$ cat src/rtl/alu_arbiter.sv
// alu_arbiter: round-robin sharing of one MIPS ALU between an execute port and a branch/address port.
module alu_arbiter #(
    parameter int          ALU_LAT   = 2,
    parameter logic [3:0]  IDLE_CODE = 4'b0101
) (
    input  logic        clk,
    input  logic        rst_n,
    input  logic        req0_valid,
    output logic        req0_ready,
    input  logic [31:0] req0_in_1,
    input  logic [31:0] req0_in_2,
    input  logic [3:0]  req0_ctrl,
    input  logic [4:0]  req0_shamt,
    input  logic        req1_valid,
    output logic        req1_ready,
    input  logic [31:0] req1_in_1,
    input  logic [31:0] req1_in_2,
    input  logic [3:0]  req1_ctrl,
    input  logic [4:0]  req1_shamt,
    output logic        resp0_valid,
    output logic        resp1_valid,
    output logic [31:0] resp_out,
    output logic        resp_zero,
    output logic        resp_err,
    output logic [31:0] alu_in_1,
    output logic [31:0] alu_in_2,
    output logic [3:0]  alu_control,
    output logic [4:0]  alu_shamt,
    input  logic [31:0] alu_out,
    input  logic        alu_zero,
    output logic        busy
);
    typedef enum logic [1:0] {IDLE, EXEC, RESP} state_t;

    state_t      r_state;
    logic        r_ptr;
    logic        r_id;
    logic [3:0]  r_ctrl;
    logic [7:0]  r_cnt;
    logic [31:0] r_in_1;
    logic [31:0] r_in_2;
    logic [4:0]  r_shamt;
    logic [3:0]  r_alu_ctrl;
    logic [31:0] r_out;
    logic        r_zero;
    logic        r_err;
    logic        r_resp0;
    logic        r_resp1;
    logic        r_busy;

    logic        w_win0;
    logic        w_win1;
    logic        w_take;
    logic        w_sel;
    logic        w_legal;
    logic [31:0] w_in_1;
    logic [31:0] w_in_2;
    logic [3:0]  w_ctrl;
    logic [4:0]  w_shamt;

    // Arbitration: a lone requester wins; on a tie the pointer decides. Select the winner's operands.
    always_comb begin
        w_win0  = req0_valid && (!req1_valid || !r_ptr);
        w_win1  = req1_valid && (!req0_valid || r_ptr);
        w_take  = rst_n && (r_state == IDLE) && (w_win0 || w_win1);
        w_sel   = w_win1;
        w_in_1  = w_sel ? req1_in_1  : req0_in_1;
        w_in_2  = w_sel ? req1_in_2  : req0_in_2;
        w_ctrl  = w_sel ? req1_ctrl  : req0_ctrl;
        w_shamt = w_sel ? req1_shamt : req0_shamt;
        w_legal = w_ctrl inside {4'b0000, 4'b0001, 4'b0010, 4'b0011, 4'b0100, 4'b0111,
                                 4'b1000, 4'b1001, 4'b1010, 4'b1011, 4'b1100, 4'b1111};
    end

    assign req0_ready  = rst_n && (r_state == IDLE) && w_win0;
    assign req1_ready  = rst_n && (r_state == IDLE) && w_win1;
    assign resp0_valid = r_resp0;
    assign resp1_valid = r_resp1;
    assign resp_out    = r_out;
    assign resp_zero   = r_zero;
    assign resp_err    = r_err;
    assign alu_in_1    = r_in_1;
    assign alu_in_2    = r_in_2;
    assign alu_control = r_alu_ctrl;
    assign alu_shamt   = r_shamt;
    assign busy        = r_busy;

    // Issue/execute/respond sequencer; alu_control parks on IDLE_CODE outside EXEC so every issue is a transition.
    always_ff @(posedge clk or negedge rst_n) begin
        if (!rst_n) begin
            r_state    <= IDLE;
            r_ptr      <= 1'b0;
            r_id       <= 1'b0;
            r_ctrl     <= 4'b0;
            r_cnt      <= 8'd0;
            r_in_1     <= 32'd0;
            r_in_2     <= 32'd0;
            r_shamt    <= 5'd0;
            r_alu_ctrl <= IDLE_CODE;
            r_out      <= 32'd0;
            r_zero     <= 1'b0;
            r_err      <= 1'b0;
            r_resp0    <= 1'b0;
            r_resp1    <= 1'b0;
            r_busy     <= 1'b0;
        end else begin
            r_resp0 <= 1'b0;
            r_resp1 <= 1'b0;
            case (r_state)
                IDLE: begin
                    if (w_take) begin
                        r_id   <= w_sel;
                        r_ptr  <= !w_sel;
                        r_ctrl <= w_ctrl;
                        r_busy <= 1'b1;
                        if (w_legal) begin
                            r_state    <= EXEC;
                            r_cnt      <= 8'(ALU_LAT);
                            r_alu_ctrl <= w_ctrl;
                            r_in_1     <= w_in_1;
                            r_in_2     <= w_in_2;
                            r_shamt    <= w_shamt;
                        end else begin
                            r_state <= RESP;
                            r_out   <= 32'd0;
                            r_zero  <= 1'b0;
                            r_err   <= 1'b1;
                            r_resp0 <= !w_sel;
                            r_resp1 <= w_sel;
                        end
                    end
                end
                EXEC: begin
                    r_cnt <= r_cnt - 8'd1;
                    if (r_cnt == 8'd1) begin
                        r_state    <= RESP;
                        r_alu_ctrl <= IDLE_CODE;
                        r_out      <= alu_out;
                        r_zero     <= (r_ctrl == 4'b1010) && alu_zero;
                        r_err      <= 1'b0;
                        r_resp0    <= !r_id;
                        r_resp1    <= r_id;
                    end
                end
                RESP: begin
                    r_state <= IDLE;
                    r_busy  <= 1'b0;
                end
                default: begin
                    r_state <= IDLE;
                    r_busy  <= 1'b0;
                end
            endcase
        end
    end
endmodule

$ cat config.mk
export PLATFORM = sky130hd
export DESIGN_NAME = alu_arbiter
export DESIGN_NICKNAME = d
export VERILOG_FILES = /design/src/rtl/alu_arbiter.sv
export SDC_FILE = /design/constraint.sdc
export NUM_CORES = 1
export LEC_CHECK = 0
export BUFFER_PORTS_ARGS = -buffer_cell sky130_fd_sc_hd__buf_2
export CORE_MARGIN = 3
export CORE_UTILIZATION = 41
export CTS_CLUSTER_DIAMETER = 150
export DETAILED_ROUTE_END_ITERATION = 16
export GPL_ROUTABILITY_DRIVEN = 0
export PLACE_DENSITY = 0.84
export SYNTH_ARGS = -nofsm -noshare
export SYNTH_HDL_FRONTEND = slang
export SYNTH_SLANG_ARGS = --single-unit
export TNS_END_PERCENT = 10
$ cat constraint.sdc
create_clock -name clk -period 1.84 [get_ports clk]
set_input_delay 0.368 -clock clk [delete_from_list [all_inputs] [get_ports clk]]
set_output_delay 0.368 -clock clk [all_outputs]
set_load 0.1 [all_outputs]
==> results of run 1 <==
-- logic make-up (layout without fill, tap and decap cells) --
group,Yosys count,after routing,synth area share [%]
AO/OA/AOI/OAI,91,91,8.78
XOR/XNOR,8,8,1.21
adder cells (fa/ha/maj),2,2,0.431
buffers and inverters,72,397,6.29
flip-flops,126,126,54.3
multiplexers,106,106,18.4
AND/OR/NAND/NOR,143,143,10.6
-- per-layer routing --
| layer | up-vias | GRT usage, % |
|---|---|---|
| met5 | - | 0 |
| met4 | 0 | 7.33 |
| met3 | 24 | 4.73 |
| met2 | 193 | 35.5 |
| met1 | 2399 | 23.3 |
| li1 | 2473 | - |
-- layout make-up --
cell class	count	area [sq um]
clock buffers	24	482
inverters	40	150
well taps	176	220
multi-input cells	350	2370
clock inverters	7	62.6
fillers	1124	5170
repair buffers	326	1950
flip-flops and latches	126	3160
-- what timing repair did --
action	4_1_cts	5_1_grt
hold buffers	0	0
gates resized for setup	6	7
setup buffers	2	2
endpoints found under the setup margin	57	87
pin swaps	4	1
cloned	0	3
-- cells in the final DEF, fill, tap and decap left out, types with 3 or more instances in the layout --
cell type	count
sky130_fd_sc_hd__buf_4	18
sky130_fd_sc_hd__dfrtp_1	124
sky130_fd_sc_hd__o21ai_0	7
sky130_fd_sc_hd__mux2i_1	103
sky130_fd_sc_hd__clkinv_2	5
sky130_fd_sc_hd__nor2_1	76
sky130_fd_sc_hd__xor2_1	4
sky130_fd_sc_hd__buf_2	291
sky130_fd_sc_hd__nor3_1	3
sky130_fd_sc_hd__a21oi_1	68
sky130_fd_sc_hd__nand4_1	3
sky130_fd_sc_hd__o2bb2ai_1	3
sky130_fd_sc_hd__inv_1	39
sky130_fd_sc_hd__clkbuf_8	3
sky130_fd_sc_hd__xnor2_1	4
sky130_fd_sc_hd__buf_12	12
sky130_fd_sc_hd__nand2_1	41
sky130_fd_sc_hd__clkbuf_16	20
sky130_fd_sc_hd__clkbuf_1	4
-- Yosys cell counts, drive strengths merged --
library cell,instances
a211oi,1
a21o,1
a21oi,70
a22o,1
a22oi,1
a2bb2oi,1
a32o,1
and2,1
and3,1
and4,1
buf,28
clkbuf,2
dfrtp,124
dfstp,2
dlygate4sd1,2
ha,2
inv,40
mux2,2
mux2i,104
nand2,42
nand2b,2
nand3,2
nand3b,1
nand4,3
nor2,80
nor2b,1
nor3,4
nor4,2
nor4b,1
o211ai,1
o21a,2
o21ai,8
o21bai,1
o2bb2ai,3
or2,1
or3,1
xnor2,4
xor2,4
-- per-stage QoR --
| stage | hold WS (ns) | utilization [%] | cells | TNS, ns | instance area (sq um) |
|---|---|---|---|---|---|
| 2_1_floorplan | 0.0724 | - | 548 | 0 | 5820 |
| 3_3_place_gp | 0.454 | 56.6 | 1011 | 0 | 7680 |
| 3_5_place_dp | 0.466 | 56.6 | 1011 | -2.46 | 7680 |
| 4_1_cts | 0.0384 | 61.0 | 1044 | -0.00962 | 8260 |
| 5_1_grt | 0.0596 | 61.8 | 1049 | -1.16 | 8380 |
| 6_report | 0.0415 | 61.8 | 1049 | -0.0113 | 8380 |
-- registers in the layout, summed over array words and instances, names as in the netlist --
signal / flops
alu_in_1: 32
alu_in_2: 32
resp_out: 32
r_cnt: 8
alu_shamt: 5
alu_control: 4
r_ctrl: 4
r_state: 2
busy: 1
r_id: 1
r_ptr: 1
resp0_valid: 1
resp1_valid: 1
resp_err: 1
resp_zero: 1
-- worst max path at each step --
| stage | start | to | slack (ns) | cells past startpoint |
|---|---|---|---|---|
| after detailed placement | req1_ctrl[0] | alu_in_1[2] | -0.09 | 9 |
| after global placement | req1_ctrl[0] | alu_shamt[2] | 0.004 | 9 |
| after CTS | r_state[0] | req0_ready | -0.01 | 4 |
| final | r_ptr | req1_ready | -0.01 | 5 |
| after floorplan | r_state[1] | req0_ready | 0.08 | 3 |
| after global routing | r_ptr | alu_in_1[24] | -0.06 | 7 |
==> qor.txt, run 1 <==
STATUS
----------------------------------------------------------------------------
Run status                                                      finished with violations
Violated checks                                                 negative setup slack

PLACE
----------------------------------------------------------------------------
Detailed-placement wirelength estimate                          11800 microns
Setup slack at placement                                          -0.0920 ns
IO Port Bufs                                                             294

WORST SETUP PATH
----------------------------------------------------------------------------
Series of cell instances along the critical path                nand2b_4 > buf_6 > nand2_8 > nor2_4 > buf_12
Worst Reg2Reg Path Length in Cells                                         8
Endpoint kind of the worst setup timing path                     output port
Peak fanout along the critical path                                        5
Required arrival time at the worst endpoint                          1.47 ns
Arrival @ worst endpoint                                             1.48 ns
Reg2reg setup slack                                                  0.02 ns
Crit path max-delay family                                        flip-flops
End of the worst register-to-register path                      alu_in_2[26]
Worst-path cell with the longest stage delay                    sky130_fd_sc_hd__dfrtp_1
Maximum single-stage delay on the critical path                      0.39 ns
Crit path kind                                                       reg2out
Reg2Reg Launch Point                                                   r_ptr
Total buffers and inverters traversed by the critical path                 2
Launching element type of the critical path                         register

SYNTH
----------------------------------------------------------------------------
Cells after Synth                                                        548
Number of warning messages in the yosys log                                0
Post-synthesis cell type with the largest combined area         sky130_fd_sc_hd__dfrtp_1
Mean post-synth cell area                                         10.6 sq um
Cell area after technology mapping                                5810 sq um
Top cell type's share of synthesized area                              53.4%
Sequential fraction of the synthesis area                              54.3%
Number of nets in the synthesized netlist                                733
Ranking of synthesized cells by area                            sky130_fd_sc_hd__dfrtp_1, sky130_fd_sc_hd__mux2i_1, sky130_fd_sc_hd__a21oi_1
Cell variety after synth                                                  46
Count of state elements after synthesis                                  126

GLOBAL ROUTING
----------------------------------------------------------------------------
Initial antenna violation count                                            0
First-pass GRT wire length                                      25300 microns
Tot GR Track Use                                                       19.9%
Largest net degree at the start of global routing                         97
Total overflow reported by the global router                               0
Vias in the first global route                                          5225

ROUTE
----------------------------------------------------------------------------
Vias per cell                                                           4.85
Routed wire length on met2                                      8510 microns
Highest signal layer in the routed design                               met4
Starting DRT DRC Count                                                   173
Total wire length                                               15800 microns
Met3 routed WL                                                   947 microns
Met1 wire length                                                6090 microns
Number of detailed-route iterations in the first pass                      4
ANT nets after route                                                       0
Via count                                                               5089
DRC viols                                                                  0
Routed length per instance                                      15.1 microns

DIE
----------------------------------------------------------------------------
Chip Width                                                       125 microns
Site Rows                                                                 42
Die height                                                       125 microns
Starting density of the core                                           42.9%
IO Count                                                                 295
Total Die Area                                                   15600 sq um
Area of the core region                                          13600 sq um

STA
----------------------------------------------------------------------------
Setup repair after global routing missed its margin                     true
Number of setup violations in the final report                             1
Final critical-path setup slack                                   -0.0113 ns
Final clock skew                                                  0.00714 ns
Share of the clock period used by the worst path after layout           101%
Worst-margin pin slew                                               0.522 ns
Shortest clock period the worst path allows after layout             1.85 ns
Normalized max-slew margin                                             65.5%
Count of final max-slew check failures                                     0
Fmax achieved                                                        540 MHz
Final count of hold timing violations                                      0

FINAL LAYOUT
----------------------------------------------------------------------------
Fraction of layout cells with a size suffix above 1                    43.3%
Area growth from synthesis to final layout                             44.2%
Diodes inserted                                                            0
Final net count                                                         1046

CTS
----------------------------------------------------------------------------
Clock-pin slew on the worst setup and hold paths                     0.05 ns
TritonCTS clock tree                                                     yes
H-Tree Level Count                                                         4
Latest clock arrival within the worst-skew pair                      0.40 ns
Cts bufs inserted                                                         17
Clock root buffer master                                        sky130_fd_sc_hd__clkbuf_16
Buffer depth of the longest clock path                                     2
Clock tree sinks                                                         126

FLOW RUN
----------------------------------------------------------------------------
Number of violations of the max-capacitance limit                          0

WORST HOLD PATH
----------------------------------------------------------------------------
Hold Path Class                                                     in2async

Power of run 1 is not shown: default switching activity piles up to over one toggle a cycle in this logic, so the estimate is an artifact.
==> run 2: changes to the inputs <==
Settings changed: ABC_AREA set to 1.
==> run 2 against run 1 <==
Against the previous run:
- the flow still finishes with violations (negative setup slack)
- wire length increased by 8.2%
- synthesized cell count increased by 13%
- cell count up 6.8%
- final area is 0.19% lower
- critical path depth increased by 3
- die area down 1.3%
- critical path type unchanged
==> qor.txt, run 2 <==
STATUS
------------------------------------------------------------------------------
Run status                                                        finished with violations
Violated checks                                                   negative setup slack

CTS
------------------------------------------------------------------------------
Cts bufs inserted                                                           17
Clock tree sinks                                                           126
TritonCTS clock tree                                                       yes
H-Tree Level Count                                                           4
Clock root buffer master                                          sky130_fd_sc_hd__clkbuf_16
Latest clock arrival within the worst-skew pair                        0.41 ns
Clock-pin slew on the worst setup and hold paths                       0.06 ns
Buffer depth of the longest clock path                                       2

PLACE
------------------------------------------------------------------------------
Detailed-placement wirelength estimate                            12300 microns
IO Port Bufs                                                               294

SYNTH
------------------------------------------------------------------------------
Count of state elements after synthesis                                    126
Post-synthesis cell type with the largest combined area           sky130_fd_sc_hd__dfrtp_1
Number of warning messages in the yosys log                                  0
Share of the synthesized area in compound gates (AO/OA/AOI/OAI)          7.29%
Ranking of synthesized cells by area                              sky130_fd_sc_hd__dfrtp_1, sky130_fd_sc_hd__nand2_1, sky130_fd_sc_hd__mux2i_1
Xor and xnor area share after synthesis                                     0%
Multiplexer share of the synthesized area                                12.1%
Combinational family with the most area after synthesis           simple AND/OR/NAND/NOR gates
Cell variety after synth                                                    25
Cell area after technology mapping                                  5730 sq um
Number of nets in the synthesized netlist                                  805
Primary flip-flop cell chosen by synthesis mapping                sky130_fd_sc_hd__dfrtp_1
Adder-cell area share of the yosys netlist                              0.437%
Most used standard cells in the synthesized netlist               sky130_fd_sc_hd__nand2_1, sky130_fd_sc_hd__dfrtp_1, sky130_fd_sc_hd__mux2i_1, sky130_fd_sc_hd__nand3_1, sky130_fd_sc_hd__o21ai_1
Most common cell in the synthesized netlist                       sky130_fd_sc_hd__nand2_1
Mean post-synth cell area                                           9.24 sq um
Cells after Synth                                                          620
Top cell type's share of synthesized area                                54.1%
Simple-Gate Fraction of Synth Area                                       20.1%
Sequential fraction of the synthesis area                                55.1%
Post-synth EDFFs                                                             0
Share of flip-flops with an asynchronous set or reset                     100%

STA
------------------------------------------------------------------------------
Final count of hold timing violations                                        0
Final clock skew                                                    0.00775 ns
Setup repair after global routing missed its margin                       true
Final critical-path setup slack                                     -0.0157 ns
Share of the clock period used by the worst path after layout             101%
Fmax achieved                                                          539 MHz
Normalized max-slew margin                                               55.7%
Count of final max-slew check failures                                       0
Number of setup violations in the final report                               1
Shortest clock period the worst path allows after layout               1.86 ns
Worst Hold Margin                                                    0.0781 ns
Worst-margin pin slew                                                 0.665 ns

WORST SETUP PATH
------------------------------------------------------------------------------
Total buffers and inverters traversed by the critical path                   5
Endpoint kind of the worst setup timing path                       output port
Crit path max-delay family                                        buffers and inverters
Required arrival time at the worst endpoint                            1.47 ns
Arrival @ worst endpoint                                               1.49 ns
Worst Reg2Reg Path Length in Cells                                          11
Maximum single-stage delay on the critical path                        0.39 ns
Worst-path cell with the longest stage delay                      sky130_fd_sc_hd__dfrtp_1
Series of cell instances along the critical path                  inv_2 > nand2_2 > nand2_4 > buf_12 > inv_6 > nand2_4 > clkinvlp_4 > buf_12
Peak fanout along the critical path                                          2
Instance count on the critical path                                          8
Crit path kind                                                         reg2out
Reg2reg setup slack                                                    0.06 ns
Launching element type of the critical path                           register

ROUTE
------------------------------------------------------------------------------
Total wire length                                                 17100 microns
Starting DRT DRC Count                                                     365
Routed length per instance                                        15.3 microns
Via count                                                                 5509
Number of detailed-route iterations in the first pass                        5
Vias per cell                                                             4.92
DRC viols                                                                    0
ANT nets after route                                                         0

PWR
------------------------------------------------------------------------------
Portion of total power attributed to combinational logic                 18.0%
Fraction of power consumed by the clock network                          43.1%
Sw frac                                                                  30.0%
Cell Int Power                                                         5.26 mW
Peak supply drop                                                        694 uV
Leakage power summed over all cells                                    4.88 nW
Power density cells                                                898 nW/um^2
Net switching power figure                                             2.26 mW
Part of the total power dissipated in sequential elements                38.8%
Power, Total                                                           7.52 mW

DIE
------------------------------------------------------------------------------
Total Die Area                                                     15400 sq um
Area of the core region                                            13500 sq um
Die height                                                         124 microns
IO Count                                                                   295
Starting density of the core                                             42.6%
Site Rows                                                                   42
Chip Width                                                         124 microns

GLOBAL ROUTING
------------------------------------------------------------------------------
Vias in the first global route                                            5458
Initial antenna violation count                                              0
First-pass GRT wire length                                        26300 microns
Largest net degree at the start of global routing                          127
Tot GR Track Use                                                         20.9%
Total overflow reported by the global router                                 0

FINAL LAYOUT
------------------------------------------------------------------------------
Area growth from synthesis to final layout                               46.0%
Commonest non-fill, non-tap cell in the layout                    sky130_fd_sc_hd__buf_2
Final net count                                                           1116
Fraction of layout cells with a size suffix above 1                      40.6%
Commonest non-fill, non-tap cells in the layout                   sky130_fd_sc_hd__buf_2, sky130_fd_sc_hd__nand2_1, sky130_fd_sc_hd__dfrtp_1
Diodes inserted                                                              0

WORST HOLD PATH
------------------------------------------------------------------------------
Hold Path Class                                                       in2async

FLOW RUN
------------------------------------------------------------------------------
Number of violations of the max-capacitance limit                            0

[run 2: per-stage QoR]
step	cell area, sq um	cells	util [%]	setup TNS (ns)	worst slack (ns)
final	8370	1120	62.2	-0.0157	-0.0157
after floorplan	5750	620	-	0	0.00921
after global routing	8370	1120	62.2	-1.51	-0.0743
after global placement	7560	1079	56.2	0	0.0693
after detailed placement	7560	1079	56.2	0	0.0449
after CTS	8250	1116	61.3	-0.0653	-0.0361
[run 2: final cells by class]
class	instances	area, sq um
multi-input combinational	431	2360
timing repair buffer	325	1930
sequential	126	3160
tap	176	220
fill	1156	5090
clock buffer	18	439
clock inverter	14	144
inverter	30	121
[run 2: worst register-to-register path, cell delays in order, from the launching register on]
cell and delay (ns):
sky130_fd_sc_hd__dfrtp_1 0.39, sky130_fd_sc_hd__buf_4 0.13, sky130_fd_sc_hd__nand2_1 0.16, sky130_fd_sc_hd__nand3_1 0.11
sky130_fd_sc_hd__nand2_1 0.12, sky130_fd_sc_hd__nand2_1 0.12, sky130_fd_sc_hd__nand3_4 0.14, sky130_fd_sc_hd__nand2_1 0.10
sky130_fd_sc_hd__nand2_2 0.09, sky130_fd_sc_hd__buf_12 0.18, sky130_fd_sc_hd__nand2_1 0.08, sky130_fd_sc_hd__nand2_1 0.07
[run 2: worst paths after layout]
kind / startpoint / to
worst max-delay path: r_ptr / req1_ready
worst min-delay path: rst_n / resp_out[15]
worst max register to register: r_ptr / resp_out[31]
worst min register to register: alu_control[0] / alu_control[0]
min in group clk: alu_out[19] / resp_out[19]
max in group asynchronous: rst_n / alu_control[1]
[run 2: power by group through the flow]
stage,Sequential [mW],Combinational [mW],Clock [mW]
after CTS,2.92,1.35,3.32
after floorplan,3.60,0.256,0
after global placement,2.96,1.30,0
after detailed placement,2.96,1.32,0
final,2.92,1.36,3.24
after global routing,2.93,1.44,3.45
[run 2: logic make-up (layout without fill, tap and decap cells)]
group           Yosys count  count (layout)
compound gates           83              83
buf+inv                  63             387
fa+ha+maj                 2               2
mux                      69              69
flops                   126             126
simple gates            277             277
[run 2: what timing repair did]
item                                    4_1_cts  5_1_grt
pin swaps                                     3        6
gates resized for setup                      13        7
cloned                                        1        3
hold buffers                                  0        0
buffers inserted                              5        1
endpoints found under the setup margin        2       83
hold endpoints to repair                      0        0
[run 2: routing by layer]
metal,GRT usage [%],vias to the layer above,part of all wire [%]
met5,0,-,0
met4,6.58,0,2.0
met3,5.80,29,5.8
met2,36.7,203,52
met1,24.7,2592,40
li1,-,2685,-
(Power assumes the default switching activity.)
==> run 3: changes to the inputs <==
Settings changed: REMOVE_ABC_BUFFERS set to 1.
==> run 3 against run 2 <==
Against the previous run:
- the flow now finishes without violations
- global-route usage rose by 1.6 points
- count of clock-buffer cells in the layout increased by 3
- non-clock buffer count is 8 lower
- wire length is 1.9% higher
- via count is essentially flat
- highest routed layer is now met5
==> qor.txt, run 3 (synthesized netlist as in run 2, its figures left out) <==
CTS
----------------------------------------------------------------------------
Buffer depth of the longest clock path                                     2
Clock root buffer master                                        sky130_fd_sc_hd__clkbuf_16
Clock-pin slew on the worst setup and hold paths                     0.06 ns
Clock tree sinks                                                         126
Latest clock arrival within the worst-skew pair                      0.41 ns
Cts bufs inserted                                                         17
TritonCTS clock tree                                                     yes
H-Tree Level Count                                                         4

DIE
----------------------------------------------------------------------------
Die height                                                       124 microns
IO Count                                                                 295
Site Rows                                                                 42
Starting density of the core                                           42.6%
Total Die Area                                                   15400 sq um
Area of the core region                                          13500 sq um
Chip Width                                                       124 microns

FINAL LAYOUT
----------------------------------------------------------------------------
Summed area of non-filler cells in the final layout               8250 sq um
Commonest non-fill, non-tap cells in the layout                 sky130_fd_sc_hd__buf_2, sky130_fd_sc_hd__nand2_1, sky130_fd_sc_hd__dfrtp_1
Commonest non-fill, non-tap cell in the layout                  sky130_fd_sc_hd__buf_2
Area growth from synthesis to final layout                             44.0%
Final net count                                                         1108
Post-layout util                                                       61.3%
Fraction of layout cells with a size suffix above 1                    40.1%

ROUTE
----------------------------------------------------------------------------
ANT nets after route                                                       0
Total wire length                                               17400 microns
Number of detailed-route iterations in the first pass                      4
Starting DRT DRC Count                                                   255
Routed length per instance                                      15.7 microns
DRC viols                                                                  0
Via count                                                               5512
Vias per cell                                                           4.95

WORST SETUP PATH
----------------------------------------------------------------------------
Launching element type of the critical path                         register
Maximum single-stage delay on the critical path                      0.38 ns
Reg2Reg Launch Point                                              r_state[0]
Series of cell instances along the critical path                inv_2 > nand2_4 > nor2_4 > nand3_4 > inv_4 > buf_12
Endpoint kind of the worst setup timing path                     output port
Reg2reg setup slack                                                  0.11 ns
Crit path kind                                                       reg2out
Peak fanout along the critical path                                        3
Startpoint of the worst setup timing path                         r_state[0]
Worst-path cell with the longest stage delay                    sky130_fd_sc_hd__dfrtp_1
Worst Reg2Reg Path Length in Cells                                        11
Arrival @ worst endpoint                                             1.46 ns
Required arrival time at the worst endpoint                          1.47 ns

STA
----------------------------------------------------------------------------
Final count of hold timing violations                                      0
Final critical-path setup slack                                    0.0135 ns
Shortest clock period the worst path allows after layout             1.83 ns
Normalized max-slew margin                                             55.3%
Count of final max-slew check failures                                     0
Setup repair after global routing missed its margin                     true
Worst-margin pin slew                                               0.670 ns
Fmax achieved                                                        548 MHz
Number of setup violations in the final report                             0
Final clock skew                                                  0.00623 ns
Share of the clock period used by the worst path after layout          99.3%
Worst Hold Margin                                                  0.0496 ns

PLACE
----------------------------------------------------------------------------
DP Area                                                           7530 sq um
IO Port Bufs                                                             294
Setup slack at placement                                           0.0445 ns
Detailed-placement wirelength estimate                          12700 microns

PWR
----------------------------------------------------------------------------
Power density cells                                              929 nW/um^2
Leakage power summed over all cells                                  4.82 nW
Power, Total                                                         7.67 mW
Peak supply drop                                                      792 uV

FLOW RUN
----------------------------------------------------------------------------
Number of violations of the max-capacitance limit                          0

GLOBAL ROUTING
----------------------------------------------------------------------------
Total overflow reported by the global router                               0
Tot GR Track Use                                                       22.4%
Vias in the first global route                                          5602
Largest net degree at the start of global routing                        127
First-pass GRT wire length                                      27900 microns
Initial antenna violation count                                            2

STATUS
----------------------------------------------------------------------------
Run status                                                      complete, no violations

WORST HOLD PATH
----------------------------------------------------------------------------
Hold Path Class                                                     in2async

-- run 3: cell types whose count changed in the layout (fill, tap and decap cells not counted), sizes merged --
cell	previous run	this run
clkinvlp	3	4
clkinv	10	5
bufinv	2	3
buf	321	316
diode	0	1
-- run 3: path summary, 6_finish.rpt --
| kind | to |
|---|---|
| max in group asynchronous | alu_in_2[25] |
| max reg2reg | resp_out[2] |
| max | req0_ready |
| min | resp_out[13] |
| min reg2reg | resp_out[27] |
| min in group clk | resp_out[9] |
-- run 3: per-layer routing --
| layer | vias up | routed length [microns] | global-route usage (%) |
|---|---|---|---|
| met2 | 229 | 8600 | 37.7 |
| met3 | 33 | 1490 | 7.90 |
| met5 | - | 13 | 0 |
| li1 | 2668 | - | - |
| met1 | 2580 | 6950 | 26.7 |
| met4 | 2 | 386 | 7.93 |
-- run 3: power breakdown --
part           leakage [nW]  internal, mW  switching, mW
logic                  2.86         0.358          0.980
clock network         0.285          2.19           1.22
registers              1.68          2.87         0.0510
-- run 3: metrics by stage --
stage / setup TNS [ns] / instances
6_report: 0 / 1113
3_5_place_dp: 0 / 1075
4_1_cts: -0.401 / 1109
5_1_grt: -0.647 / 1113
3_3_place_gp: 0 / 1075
2_1_floorplan: -314.52 / 587
-- run 3: final cells by class --
class	count	area, sq um
clock buffers	21	460
well taps	176	220
flip-flops and latches	126	3160
multi-input cells	431	2350
fillers	1132	5200
inverters	30	115
repair buffers	317	1810
clock inverters	11	140
diodes	1	2.50
-- run 3: what timing repair did --
item                       CTS  global route
resized for setup           14             8
setup endpoints to repair    2            75
gates cloned                 1             0
hold buffers                 0             0
pin swaps                    2             5
buffers inserted             2             4
-- run 3: worst max-delay path: cells and delay by family, from the launching register on --
family / cells / cell delay, ns
flip-flops: 1 / 0.38
buffers and inverters: 3 / 0.33
AND/OR/NAND/NOR: 3 / 0.33
